--- config.mk ---
export PLATFORM = sky130hd
export DESIGN_NAME = jk_drive_seq
export DESIGN_NICKNAME = d
export VERILOG_FILES = /design/src/rtl/jk_pkg.sv /design/src/rtl/jk_excite.sv /design/src/rtl/jk_drive_seq.sv
export SDC_FILE = /design/constraint.sdc
export NUM_CORES = 1
export LEC_CHECK = 0
export ABC_AREA = 0
export BUFFER_PORTS_ARGS = -buffer_cell sky130_fd_sc_hd__buf_4
export CAP_MARGIN = 20
export CORE_ASPECT_RATIO = 0.9
export CORE_MARGIN = 2
export CORE_UTILIZATION = 55
export CTS_CLUSTER_DIAMETER = 50
export DETAILED_ROUTE_END_ITERATION = 8
export HOLD_SLACK_MARGIN = 0.12
export PLACE_DENSITY = 0.81
export SETUP_SLACK_MARGIN = 0.15
export SYNTH_ARGS = -nofsm -noshare
export SYNTH_HDL_FRONTEND = slang
export SYNTH_HIERARCHICAL = 1
export SYNTH_SLANG_ARGS = --single-unit
--- constraint.sdc ---
create_clock -name clk -period 3.76 [get_ports clk]
set_input_delay 0.376 -clock clk [delete_from_list [all_inputs] [get_ports clk]]
set_output_delay 0.376 -clock clk [all_outputs]
set_load 0.02 [all_outputs]
--- src/rtl/jk_pkg.sv ---
// jk_pkg: types and constants shared by the JK drive sequencer.
//   jk_state_t : sequencer FSM states
//   jk_code_t  : excitation code, packed as {j, k}
//   JK_*       : excitation codes for hold / reset / set / toggle
//   ERR_MAX    : saturation value of the mismatch counter
package jk_pkg;

  typedef enum logic [1:0] {
    ST_IDLE  = 2'd0,
    ST_DRIVE = 2'd1,
    ST_CHECK = 2'd2,
    ST_DONE  = 2'd3
  } jk_state_t;

  typedef logic [1:0] jk_code_t;

  localparam jk_code_t JK_HOLD   = 2'b00;
  localparam jk_code_t JK_RESET  = 2'b01;
  localparam jk_code_t JK_SET    = 2'b10;
  localparam jk_code_t JK_TOGGLE = 2'b11;

  localparam logic [7:0] ERR_MAX = 8'hFF;

endpackage

--- src/rtl/jk_excite.sv ---
// jk_excite: JK excitation table. Given the present flop output and the
// wanted next value, produce the J/K command that gets there.
//   q          : present q of the driven flop
//   t          : target value for the next edge
//   use_toggle : 1 = use J=K=1 for any change, 0 = set/reset commands
//   j, k       : excitation outputs (combinational)
module jk_excite
  import jk_pkg::*;
(
  input  logic q,
  input  logic t,
  input  logic use_toggle,
  output logic j,
  output logic k
);

  jk_code_t code;

  always_comb begin
    code = JK_HOLD;
    if (q != t) begin
      if (use_toggle)
        code = JK_TOGGLE;
      else if (t)
        code = JK_SET;
      else
        code = JK_RESET;
    end
  end

  assign j = code[1];
  assign k = code[0];

endmodule

--- src/rtl/jk_drive_seq.sv ---
// jk_drive_seq: drives an external JK flip-flop through a target bit pattern,
// MSB first, one DRIVE/CHECK cycle pair per bit, and records what the flop
// actually produced.
//   clk, rst          : clock, synchronous active-high reset
//   in_data, in_valid : target word and its qualifier
//   in_ready          : word accepted at this edge when in_valid is also 1
//   q_fb              : q of the driven flop
//   j, k              : commands to the driven flop (only nonzero in DRIVE)
//   clr_err           : synchronous clear of err_cnt, wins over a mismatch
//   busy, done        : word in progress / one-cycle completion pulse
//   obs_data          : q values sampled in each CHECK, MSB first
//   err_cnt           : saturating count of target/q mismatches
//
// state    | meaning
// ---------+---------------------------------------------------------
// ST_IDLE  | waiting for a word, in_ready=1
// ST_DRIVE | j/k applied for the current bit; flop updates at the edge
// ST_CHECK | sample q_fb into obs_data, count mismatch, step bit index
// ST_DONE  | one-cycle done pulse, then back to IDLE
module jk_drive_seq
  import jk_pkg::*;
#(
  parameter int WIDTH      = 8,
  parameter int USE_TOGGLE = 0
) (
  input  logic             clk,
  input  logic             rst,
  input  logic [WIDTH-1:0] in_data,
  input  logic             in_valid,
  output logic             in_ready,
  input  logic             q_fb,
  output logic             j,
  output logic             k,
  input  logic             clr_err,
  output logic             busy,
  output logic             done,
  output logic [WIDTH-1:0] obs_data,
  output logic [7:0]       err_cnt
);

  localparam int IW = $clog2(WIDTH);

  jk_state_t        state;
  logic [WIDTH-1:0] tgt;
  logic [IW-1:0]    idx;
  logic [WIDTH-1:0] obs;
  logic [7:0]       err;
  logic             ready_r;
  logic             busy_r;
  logic             done_r;

  logic t_bit;
  logic j_x;
  logic k_x;
  logic drive_en;
  logic accept;
  logic mismatch;

  // idx is held between DRIVE and CHECK, so both see the same target bit.
  assign t_bit    = tgt[idx];
  assign accept   = ready_r && in_valid;
  assign mismatch = (state == ST_CHECK) && (q_fb != t_bit);

  // Gating with rst keeps j/k and in_ready quiet throughout a reset cycle,
  // even before the reset edge has moved the FSM to IDLE.
  assign drive_en = (state == ST_DRIVE) && !rst;

  jk_excite u_excite (
    .q          (q_fb),
    .t          (t_bit),
    .use_toggle (USE_TOGGLE != 0),
    .j          (j_x),
    .k          (k_x)
  );

  assign j        = j_x & drive_en;
  assign k        = k_x & drive_en;
  assign in_ready = ready_r & ~rst;
  assign busy     = busy_r;
  assign done     = done_r;
  assign obs_data = obs;
  assign err_cnt  = err;

  always_ff @(posedge clk) begin
    if (rst) begin
      state   <= ST_IDLE;
      tgt     <= '0;
      idx     <= '0;
      obs     <= '0;
      ready_r <= 1'b1;
      busy_r  <= 1'b0;
      done_r  <= 1'b0;
    end else begin
      done_r <= 1'b0;
      unique case (state)
        ST_IDLE: begin
          if (accept) begin
            tgt     <= in_data;
            idx     <= IW'(WIDTH - 1);
            obs     <= '0;
            ready_r <= 1'b0;
            busy_r  <= 1'b1;
            state   <= ST_DRIVE;
          end
        end
        ST_DRIVE: begin
          state <= ST_CHECK;
        end
        ST_CHECK: begin
          obs <= {obs[WIDTH-2:0], q_fb};
          if (idx == '0) begin
            done_r <= 1'b1;
            state  <= ST_DONE;
          end else begin
            idx   <= idx - 1'b1;
            state <= ST_DRIVE;
          end
        end
        ST_DONE: begin
          ready_r <= 1'b1;
          busy_r  <= 1'b0;
          state   <= ST_IDLE;
        end
        default: begin
          ready_r <= 1'b1;
          busy_r  <= 1'b0;
          state   <= ST_IDLE;
        end
      endcase
    end
  end

  always_ff @(posedge clk) begin
    if (rst || clr_err)
      err <= '0;
    else if (mismatch && (err != ERR_MAX))
      err <= err + 8'd1;
  end

endmodule

=== Word level (Yosys, flattened, before mapping) ===
Cells that the tools add are included.

* Bitwise operators: 5
* Shifts and indexed selects: 0
* Reduce and logical (&&, ||, !) cells: 15
* Divide/modulo/power cells: 0
* $add $sub $neg: 2
* Mux-type cells: 17
* Magnitude comparators: 1
* Multipliers: 0
* Equality and inequality tests: 7

{| class="wikitable"
|+ Operators with widths
! operator !! count
|-
| 8-bit case mux with 2 select lines || 1
|-
| 8-bit by 1-bit adder with 8-bit output (second input constant) || 1
|-
| 2-bit 2-to-1 mux || 4
|-
| 8-bit 2-to-1 mux || 1
|-
| 8-bit inequality test (second input constant) || 1
|-
| 2-bit case mux with 4 select lines || 1
|-
| 3-bit 2-to-1 mux || 2
|-
| 3-bit case mux with 2 select lines || 1
|-
| 2-bit AND reduction || 3
|-
| 2-bit equality test (second input constant) || 2
|-
| 1-bit logical AND || 4
|-
| 3-bit by 4-bit < comparator with 1-bit output (second input constant) || 1
|-
| 1-bit 2-to-1 mux || 4
|-
| 2-bit inequality test (second input constant) || 2
|-
| 1-bit case mux with 2 select lines || 2
|-
| 2-bit nonzero test || 2
|-
| 1-bit bitwise AND || 3
|-
| 1-bit binary-select mux with 3-bit select || 1
|-
| 3-bit logical NOT || 1
|-
| 3-bit AND reduction || 1
|-
| 3-bit by 1-bit subtractor with 3-bit output (second input constant) || 1
|-
| 2-bit by 1-bit equality test with 1-bit output (second input constant) || 1
|-
| 2-bit logical NOT || 1
|-
| 1-bit NOT || 2
|-
| other kinds (4) || 4
|}

* Output and inout port bits: 21
* Memory bits (read-only): 0
* Bits of input ports: 13
* Word-level logic and storage cells: 55
* Flip-flop bits (word level): 32
* Bits in writable memories: 0
* Bits in latches: 0
* Memories kept: 0

=== Logic depth before layout (Yosys ltp) ===
* Word-level depth: 5
* Mapped depth: 7
* Depth with buffers taken out: 6

=== By module ===
Netlist, hierarchy kept.

{| class="wikitable"
|+ Modules (own cells, without submodules)
! module !! area each (µm²) !! times used !! cells each
|-
| jk_drive_seq || 1,431.4 || 1 || 161
|-
| jk_excite || 27.5 || 1 || 4
|}

=== Worst setup path after synthesis ===
Ideal clock, no wire load.

* Path kind: register -> register
* From: reg idx[0]
* To: reg err[6] (netlist: err_cnt[6])
* Clock period less this slack: 2.095 ns
* Data required time: 3.644 ns
* Arrival time: 1.979 ns
* Stages on the path, launching flop included: 6
* Buffers on the path: 0
* Setup slack: 1.665 ns
* Library setup time: 0.116 ns
* Path through: dfxtp_1 > mux4_1 > mux2_4 > xnor2_1 > or4_1 > and3_1

* Cells in the longest elaborated chain, start to end: 5

{| class="wikitable"
|+ RTL lines
! what !! RTL line !! RTL
|-
| from (decl) || jk_drive_seq.sv:45 || <nowiki>logic [IW-1:0] idx;</nowiki>
|-
| from (signal assigned) || jk_drive_seq.sv:99 || <nowiki>idx <= IW'(WIDTH - 1);</nowiki>
|-
| from (signal assigned) || jk_drive_seq.sv:115 || <nowiki>idx <= idx - 1'b1;</nowiki>
|-
| 1-bit binary-select mux with 3-bit select || jk_drive_seq.sv:60 || <nowiki>assign t_bit = tgt[idx];</nowiki>
|-
| 1-bit 2-to-1 mux (implied by the code) || jk_drive_seq.sv:60 ||
|-
| net t_bit || jk_drive_seq.sv:52 || <nowiki>logic t_bit;</nowiki>
|-
| 1-bit inequality test || jk_drive_seq.sv:62 || <nowiki>assign mismatch = (state == ST_CHECK) && (q_fb != t_bit);</nowiki>
|-
| 1-bit logical AND || jk_drive_seq.sv:62 ||
|-
| 1-bit logical AND || jk_drive_seq.sv:136 || <nowiki>else if (mismatch && (err != ERR_MAX))</nowiki>
|-
| to (signal assigned) || jk_drive_seq.sv:137 || <nowiki>err <= err + 8'd1;</nowiki>
|-
| to (decl) || jk_drive_seq.sv:47 || <nowiki>logic [7:0] err;</nowiki>
|}

The timed path passes the listed nets, and every way through them passes these cells. The select of a mux whose other input is x is not followed.
A chain may end at the register's enable or synchronous reset.

=== Worst setup path in the final report ===
* From: reg idx[0]
* To: out k

* Cells in the longest elaborated chain, start to end: 5
* Elaborated cells between the ends (all ways): 6
* Classes of those cells: 1 x eq/ne; 4 x mux; 1 x bitwise

{| class="wikitable"
|+ RTL lines
! what !! RTL line !! RTL
|-
| 1-bit binary-select mux with 3-bit select * || jk_drive_seq.sv:60 ||
|-
| 1-bit 2-to-1 mux (implied by the code) * || jk_drive_seq.sv:60 ||
|-
| net t_bit || jk_drive_seq.sv:52 ||
|-
| 2-bit 2-to-1 mux or 1-bit inequality test (tied branches) || jk_excite.sv:24, jk_excite.sv:21 ||
|-
| 2-bit 2-to-1 mux * || jk_excite.sv:21 || <nowiki>if (q != t) begin</nowiki>
|-
| net k_x || jk_drive_seq.sv:54 || <nowiki>logic k_x;</nowiki>
|-
| 1-bit bitwise AND * || jk_drive_seq.sv:77 || <nowiki>assign k = k_x & drive_en;</nowiki>
|-
| to (decl) || jk_drive_seq.sv:33 || <nowiki>output logic k,</nowiki>
|}

The timed path passes the listed nets; every way through them passes the cells marked *. The select of a mux whose other input is x is not followed.

==> impl_metrics.ini <==
[layout]
layout_common_cells = 33 x buf_4, 32 x dfxtp_1, 27 x nand2_1
antenna_cells = 0
fillers = 206
multi_input_area_um2 = 756
syn2layout_area_growth_pct = 20.4
drive_gt1_share_pct = 25.1
fin_area_um2 = 1760
final_common_cell = buf_4
final_nets = 214
regArea_um2 = 641

[synth]
yosysUniqueCellTypes = 39
synthArstFlopShare_pct = 0
synth_area_um2 = 1460
seq_area_frac_synth_pct = 43.9
synth_cells = 165
post_synth.cell_area_avg_um2 = 8.84
synth-warning-count = 6
synth-edff-count = 0
ys_seq_elements = 32
ys.flop_type = dfxtp_1

[route]
dr_wl_met3_um = 192
drt-met1-wl_um = 1320
wl_um = 3030
top_layer_used = met4
dr_wl_met2_um = 1450
drt_iter0_drc = 49
drtAntennaViolNets = 0
vias_per_cell = 5.69
routedWlPerCell_um = 13.4
vias = 1291
drt-pass1-iter-count = 4
drc = 0

[power_and_ir_drop]
power_switching_uw = 186
switching_share_pct = 27.1
powerDensity_nw_per_um2 = 391
combPwrFrac_pct = 17.1
pwr-share-seq_pct = 53.9
intPower_uw = 501
peakVddDrop_mv = 0.278
cellLeakagePower_uw = 0.000754
p_clk_share_pct = 29.0

[place]
hpwlAfterDp_um = 2250
place_area_um2 = 1700
io_buffers = 33
gp_congestion = 0.789
dp_slack_ns = 1.48

[timing]
finalClockSkew_ns = 0.00437
period_share_pct = 65.8
drv_slew = 0
relSlewSlack_pct = 32.9
fin_ws_ns = 1.29
setup-violations-final = 0
rsz0062_at_grt = false
post-route-min-period_ns = 2.47
max_clock_freq_mhz = 404
worst_slew_pin_slew_ns = 1.00
hold_viol = 0
finalSetupTns_ns = 0

[die]
dieArea_um2 = 3080
die_height_um = 52.9
row_count = 17
core-area_um2 = 2490
chipWidth_um = 58.3
start_util_pct = 58.6
io_pins = 34

[global_route]
antenna_found_initial = 0
grt_max_degree = 30
first_global_vias = 1189
grt_pass1_wl_um = 5190
grt_usage_pct = 23.1
grt-ovfl-total = 0

[cts]
clk_latency_ns = 0.33
cts_max_path_buffers = 2
cts_made_buffers = 5
cts_sinks = 32
cts_setup_buffers = 0
root_buffer = clkbuf_4
cts_tree = built
clk_pin_slew_ns = 0.09
holdBufCountCts = 0
htree_levels = 2
cts_resized = 0

[critical_path]
path_class = flop to output pin
cp-end-kind = output pin
cp.arrival_ns = 2.10
startpoint_type = flop
crit_required_ns = 3.38
worstPathMaxFanout = 5

[min_path]
hold_path.class = input pin to flop

[job]
max-cap-violations = 0

[run_status]
status = complete, no violations
## path summary, 6_finish.rpt
check	startpoint	end	slack, ns	cells past startpoint
worst max-delay path	idx[0]$_SDFFE_PP0P_	k	1.29	5
worst min-delay path	in_data[5]	tgt[5]$_SDFFE_PP0P_	0.29	3
worst max register to register	idx[0]$_SDFFE_PP0P_	err_cnt[7]$_SDFFE_PP0P_	1.43	5
worst min register to register	tgt[5]$_SDFFE_PP0P_	tgt[5]$_SDFFE_PP0P_	0.46	2
## flip-flops by register name, summed over array words and instances (netlist names)
name	count
busy	1
idx	3
obs_data	8
state	2
tgt	8
ready_r	1
done	1
err_cnt	8
## worst max-delay path: stages, from the launching register on
cell and delay [ns]:
dfxtp_1 0.42, mux4_1 0.56, mux2_4 0.33, mux2i_1 0.15, and2_1 0.16, buf_4 0.14
## area by class of cell
cell class	count	area share, %
Clock buffer	8	3.35
Inverter	5	1.07
Multi-Input combinational cell	121	43.0
Tap cell	28	1.99
Sequential cell	32	36.5
Timing Repair Buffer	33	14.1
## logic make-up (layout without fill, tap and decap cells)
kind of cell / Yosys count / count (layout) / synth area share, %
AO/OA/AOI/OAI: 34 / 34 / 15.8
XOR/XNOR: 3 / 3 / 1.80
adder cells (fa/ha/maj): 3 / 3 / 2.57
buffers and inverters: 13 / 46 / 4.55
flip-flops: 32 / 32 / 43.9
multiplexers: 8 / 8 / 8.32
other: 1 / 2 / 0.257
AND/OR/NAND/NOR: 71 / 71 / 22.8
## cells in the mapped netlist (all sizes together), types with 4 or more instances
cell | count | area [µm²]
nand2 | 27 | 101
clkbuf | 7 | 36.3
dfxtp | 32 | 641
nor2 | 19 | 71.3
nand3 | 4 | 20.0
mux2i | 5 | 53.8
a21oi | 13 | 65.1
a22oi | 8 | 60.1
inv | 5 | 18.8
## per-layer routing
layer	track usage [%]	vias to the layer above
met4	10.5	0
met2	37.5	37
met5	0	-
li1	-	648
met3	8.56	6
met1	27.1	600
## metrics by stage
stage	utilization (%)	total power, µW	instances	hold slack (ns)
floorplan	-	463	166	0.432
global placement	68.2	488	219	0.444
detailed placement	68.2	496	219	0.452
CTS	70.6	691	227	0.286
global route	70.6	727	227	0.280
finish	70.6	687	227	0.287
## power groups by stage
stage / registers [µW] / clock network (µW) / logic, µW
floorplan: 376 / 0 / 87.0
global placement: 377 / 0 / 111
detailed placement: 379 / 0 / 117
CTS: 371 / 202 / 118
global route: 374 / 219 / 134
finish: 371 / 199 / 117
Power figures use the tool's default switching activity.
